[src/rtl/score_disp_ctrl.sv]
// Score/best keeper with a 4-digit multiplexed 7-segment scan driver.
// Outputs are registered one cycle behind the scan state; a frame buffer holds the page shown.
module score_disp_ctrl #(
    parameter int SCAN_DIV  = 10000,
    parameter int BLANK_CYC = 16
) (
    input  logic       clk,
    input  logic       rst,
    input  logic       lose,
    input  logic       clr,
    input  logic       show_best,
    output logic [3:0] select,
    output logic [6:0] seg
);

    localparam int MAX_CYC = (SCAN_DIV > BLANK_CYC) ? SCAN_DIV : BLANK_CYC;
    localparam int CW      = (MAX_CYC < 1) ? 1 : $clog2(MAX_CYC + 1);
    localparam logic [CW-1:0] SCAN_LAST  = CW'(SCAN_DIV - 1);
    localparam logic [CW-1:0] BLANK_LAST = CW'(BLANK_CYC - 1);

    typedef enum logic {
        ST_SCAN,
        ST_BLANK
    } state_t;

    state_t        state_reg;
    logic [CW-1:0] cnt_reg;
    logic [1:0]    digit_reg;
    logic          lose_d_reg;
    logic [15:0]   score_reg;
    logic [15:0]   best_reg;
    logic [15:0]   buf_reg;
    logic [15:0]   score_next;
    logic [3:0]    carry;
    logic [3:0]    digit_on;
    logic [3:0]    cur_digit;
    logic          lose_event;

    function automatic logic [6:0] decode_seg(input logic [3:0] v);
        case (v)
            4'd0:    decode_seg = 7'h40;
            4'd1:    decode_seg = 7'h79;
            4'd2:    decode_seg = 7'h24;
            4'd3:    decode_seg = 7'h30;
            4'd4:    decode_seg = 7'h19;
            4'd5:    decode_seg = 7'h12;
            4'd6:    decode_seg = 7'h02;
            4'd7:    decode_seg = 7'h78;
            4'd8:    decode_seg = 7'h00;
            4'd9:    decode_seg = 7'h10;
            default: decode_seg = 7'h7F;
        endcase
    endfunction

    assign carry[0] = 1'b1;

    // BCD ripple increment; a digit advances only when every lower digit is 9.
    genvar gi;
    generate
        for (gi = 0; gi < 4; gi++) begin : g_digit
            logic [3:0] d;
            assign d = score_reg[4*gi +: 4];
            assign score_next[4*gi +: 4] = !carry[gi] ? d :
                                           (d == 4'd9) ? 4'd0 : d + 4'd1;
            if (gi < 3) begin : g_carry
                assign carry[gi+1] = carry[gi] && (d == 4'd9);
            end
            assign digit_on[gi] = (gi == 0) || (buf_reg[15:4*gi] != 16'd0);
        end
    endgenerate

    assign lose_event = lose && !lose_d_reg;
    assign cur_digit  = buf_reg[4*digit_reg +: 4];

    always_ff @(posedge clk) begin
        if (rst) begin
            state_reg  <= ST_SCAN;
            cnt_reg    <= '0;
            digit_reg  <= 2'd0;
            lose_d_reg <= 1'b0;
            score_reg  <= 16'h0000;
            best_reg   <= 16'h0000;
            buf_reg    <= 16'h0000;
            select     <= 4'b1111;
            seg        <= 7'h7F;
        end else begin
            lose_d_reg <= lose;

            // Nibbles never exceed 9, so a plain vector compare is MSD-first BCD order.
            if (clr) begin
                score_reg <= 16'h0000;
                if (score_reg > best_reg)
                    best_reg <= score_reg;
            end else if (lose_event) begin
                score_reg <= score_next;
            end

            if (state_reg == ST_SCAN) begin
                select <= ~(4'b0001 << digit_reg);
                seg    <= digit_on[digit_reg] ? decode_seg(cur_digit) : 7'h7F;
            end else begin
                select <= 4'b1111;
                seg    <= 7'h7F;
            end

            case (state_reg)
                ST_SCAN: begin
                    if (cnt_reg == SCAN_LAST) begin
                        cnt_reg <= '0;
                        if (BLANK_CYC == 0) begin
                            digit_reg <= digit_reg + 2'd1;
                            if (digit_reg == 2'd3)
                                buf_reg <= show_best ? best_reg : score_reg;
                        end else begin
                            state_reg <= ST_BLANK;
                        end
                    end else begin
                        cnt_reg <= cnt_reg + 1'b1;
                    end
                end
                ST_BLANK: begin
                    if (cnt_reg == BLANK_LAST) begin
                        cnt_reg   <= '0;
                        state_reg <= ST_SCAN;
                        digit_reg <= digit_reg + 2'd1;
                        if (digit_reg == 2'd3)
                            buf_reg <= show_best ? best_reg : score_reg;
                    end else begin
                        cnt_reg <= cnt_reg + 1'b1;
                    end
                end
                default: begin
                    state_reg <= ST_SCAN;
                    cnt_reg   <= '0;
                end
            endcase
        end
    end

endmodule

[config.mk]
export PLATFORM = sky130hd
export DESIGN_NAME = score_disp_ctrl
export DESIGN_NICKNAME = d
export VERILOG_FILES = /design/src/rtl/score_disp_ctrl.sv
export SDC_FILE = /design/constraint.sdc
export NUM_CORES = 1
export LEC_CHECK = 0
export BUFFER_PORTS_ARGS = -buffer_cell sky130_fd_sc_hd__buf_2
export CAP_MARGIN = 30
export CORE_MARGIN = 5
export CORE_UTILIZATION = 55
export DETAILED_ROUTE_END_ITERATION = 7
export PLACE_DENSITY_LB_ADDON = 0.12
export SYNTH_ARGS = -nofsm -noshare
export SYNTH_HDL_FRONTEND = slang
export SYNTH_SLANG_ARGS = --single-unit
export TNS_END_PERCENT = 30
[constraint.sdc]
create_clock -name clk -period 1.9 [get_ports clk]
set_input_delay 0 -clock clk [delete_from_list [all_inputs] [get_ports clk]]
set_output_delay 0 -clock clk [all_outputs]
set_load 0.005 [all_outputs]
==> metrics.csv <==
metric;value;unit
clk_path_buf_depth;2;
netlist_instances;419;
crit_chain;inv_2 > ha_4 > nand4_1 > buf_4 > o41ai_4 > a311oi_4 > buf_12 > a22o_1;
cap_violations;0;
outcome;finished, violations left;
io_pins;16;
syn_nets;450;
synth_ff_type;dfxtp_1;
p_sw;705;µW
area_growth;21.1;%
insertion_delay;0.35;ns
syn_avg_cell_area;9.10;µm²
viasPerCell;5.44;
ys_seq_area_share;40.4;%
drt_iter0_markers;97;
place.gp.congestion;0.780;
core.rowCount;30;
required;2.14;ns
r2r_end;best_reg[0];
ys_warn_count;0;
hold_viol_final;0;
h-tree-depth;3;
core_area;6760;µm²
clockPowerShare;39.5;%
skew;0.00599;ns
antenna_cells;0;
root_buffer;clkbuf_8;
max_stage_delay;0.41;ns
cts_tree;built;
fin_area;4620;µm²
maxSlewHeadroom;64.9;%
die_x;93.3;µm
critPathMaxFanout;11;
grt_util_all_layers;19.6;%
finalWirelength;7.94;mm
rsz0062_at_grt;yes;
synth_top_area_cell;dfxtp_1;
grt_pass1_vias;2846;
tightest_slew;0.527;ns
p_sw_share;24.3;%
max_freq;493;MHz
period_minus_slack;2.03;ns
synth-edff-count;0;
drive_above_1_share;24.1;%
overflow;0;
fin_ws;-0.127;ns
synth.ff_latch_count;77;
worst_setup_path_end_kind;flop;
p_seq_share;56.4;%
r2r_slack;-0.13;ns
ir_worst_vdd;0.000387;V
comb_power_share;4.1;%
synth_area_leaders;dfxtp_1, ha_1, nor2_1;
synthDominantCellAreaShare;40.4;%
antenna_found_initial;0;
fin_nets;503;
drv_slew;0;
crit_start;best_reg[11];
cts_buffers;9;
synth.most_common_cell;dfxtp_1;
arrival;2.27;ns
clock-sinks;77;
synthTopCellsByCount;dfxtp_1, nor2_1, inv_1, ha_1, nand2_1;
route.detailed.drc;0;
setup_violations;16;
num_vias;3028;
power.density;628;nW/µm²
async_flop_share;0;%
firstDrtPassIters;4;
hold_path.class;in -> reg;
p_leak;1.83;nW
grt_pass1_wl;13.4;mm
die_height;93.3;µm
clk_pin_slew;0.08;ns
dp_hpwl;5.57;mm
post-route-period-util;107;%
crit_path_end;best_reg[0];
start_kind;flop;
cp_slowest_cell;o41ai_4;
whs;0.0926;ns
postPlaceCellArea;4230;µm²
crit_type;reg -> reg;
portBuffers;15;
drtAntennaViolNets;0;
nFillCells;527;
synth_cell_types;52;
reg2regPathDepth;8;
wl_per_cell;14.3;µm
initial_core_util;56.4;%
grt_max_degree;33;
r2r-start;best_reg[11];
dieArea;8700;µm²
synth_area;3810;µm²
violations;negative setup slack;
internal_power;2.19;mW
-- per-stage QoR --
step	cells	utilization [%]	power (mW)	TNS, ns	setup WS, ns
detailed placement	535	62.6	1.78	-6.17	-0.401
global placement	535	62.6	1.77	-5.72	-0.362
finish	557	68.4	2.90	-1.68	-0.127
global route	557	68.4	3.03	-2.65	-0.191
floorplan	419	-	1.75	-0.643	-0.0693
CTS	556	67.0	2.93	-1.41	-0.115
-- final cells by class --
type / count / area (µm²) / area share [%]
Multi-Input combinational cell: 289 / 2190 / 47.3
Sequential cell: 77 / 1550 / 33.6
Timing Repair Buffer: 63 / 478 / 10.3
Clock buffer: 10 / 138 / 2.98
Inverter: 32 / 120 / 2.60
Tap cell: 80 / 100 / 2.17
Clock inverter: 6 / 46.3 / 1.00
-- routing by layer --
layer  share of wire [%]  vias to the layer above  global-route usage [%]
li1                    -                     1566                       -
met1                  49                     1422                    25.8
met2                  48                       31                    31.6
met3                 2.5                        9                    5.63
met4                 1.1                        0                    5.01
met5                   0                        -                       0
-- cells in the final DEF (no fill, tap or decap), drive strengths merged, types with 2 or more instances in the layout --
cell	count
xnor2	11
mux4	4
and3	6
clkinvlp	2
dfxtp	77
clkinv	3
nand2	24
nor3b	2
nor2	64
clkbuf	10
mux2i	20
nand2b	2
nor3	7
a22oi	3
ha	26
nand3	9
o21ai	14
nand3b	2
inv	33
xor2	10
buf	62
nor4	2
nand4	6
nor2b	6
a211oi	16
a22o	16
or3	2
a21oi	17
-- power by group through the flow --
stage | registers, mW | clock network [mW] | logic (mW)
6_report | 1.63 | 1.15 | 0.119
5_1_grt | 1.64 | 1.26 | 0.130
4_1_cts | 1.63 | 1.18 | 0.117
3_5_place_dp | 1.67 | 0 | 0.103
3_3_place_gp | 1.67 | 0 | 0.102
2_1_floorplan | 1.67 | 0 | 0.0730
-- critical path: cells and delay by family, from the launching register on --
kind	cells	cell delay, ns
compound gates	3	0.75
fa+ha+maj	1	0.26
buf+inv	3	0.41
flops	1	0.34
simple gates	1	0.15
-- worst min path at each step --
stage	from	end	cells past startpoint
6_report	rst	digit_reg[0]	2
5_1_grt	rst	digit_reg[0]	2
3_5_place_dp	lose	lose_d_reg	2
2_1_floorplan	lose	lose_d_reg	1
3_3_place_gp	lose	lose_d_reg	2
4_1_cts	rst	digit_reg[0]	2
-- cell families (layout without fill, tap and decap cells) --
family                   count (synthesis)  in the layout  synth area share (%)
multiplexers                            25             25                  7.91
AND/OR/NAND/NOR                        137            137                  17.1
buffers and inverters                   53            111                  5.84
AO/OA/AOI/OAI                           80             80                  15.3
flip-flops                              77             77                  40.4
adder cells (fa/ha/maj)                 26             26                  8.53
XOR/XNOR                                21             21                  4.82
-- timing repair --
item | in CTS | in global routing
resized for setup | 10 | 18
buffers inserted | 4 | 1
setup endpoints to repair | 16 | 29
endpoints found under the hold margin | 1 | 0
pin swaps | 14 | 2
hold buffers | 1 | 0
No activity file was read; power rests on OpenSTA's default activity.
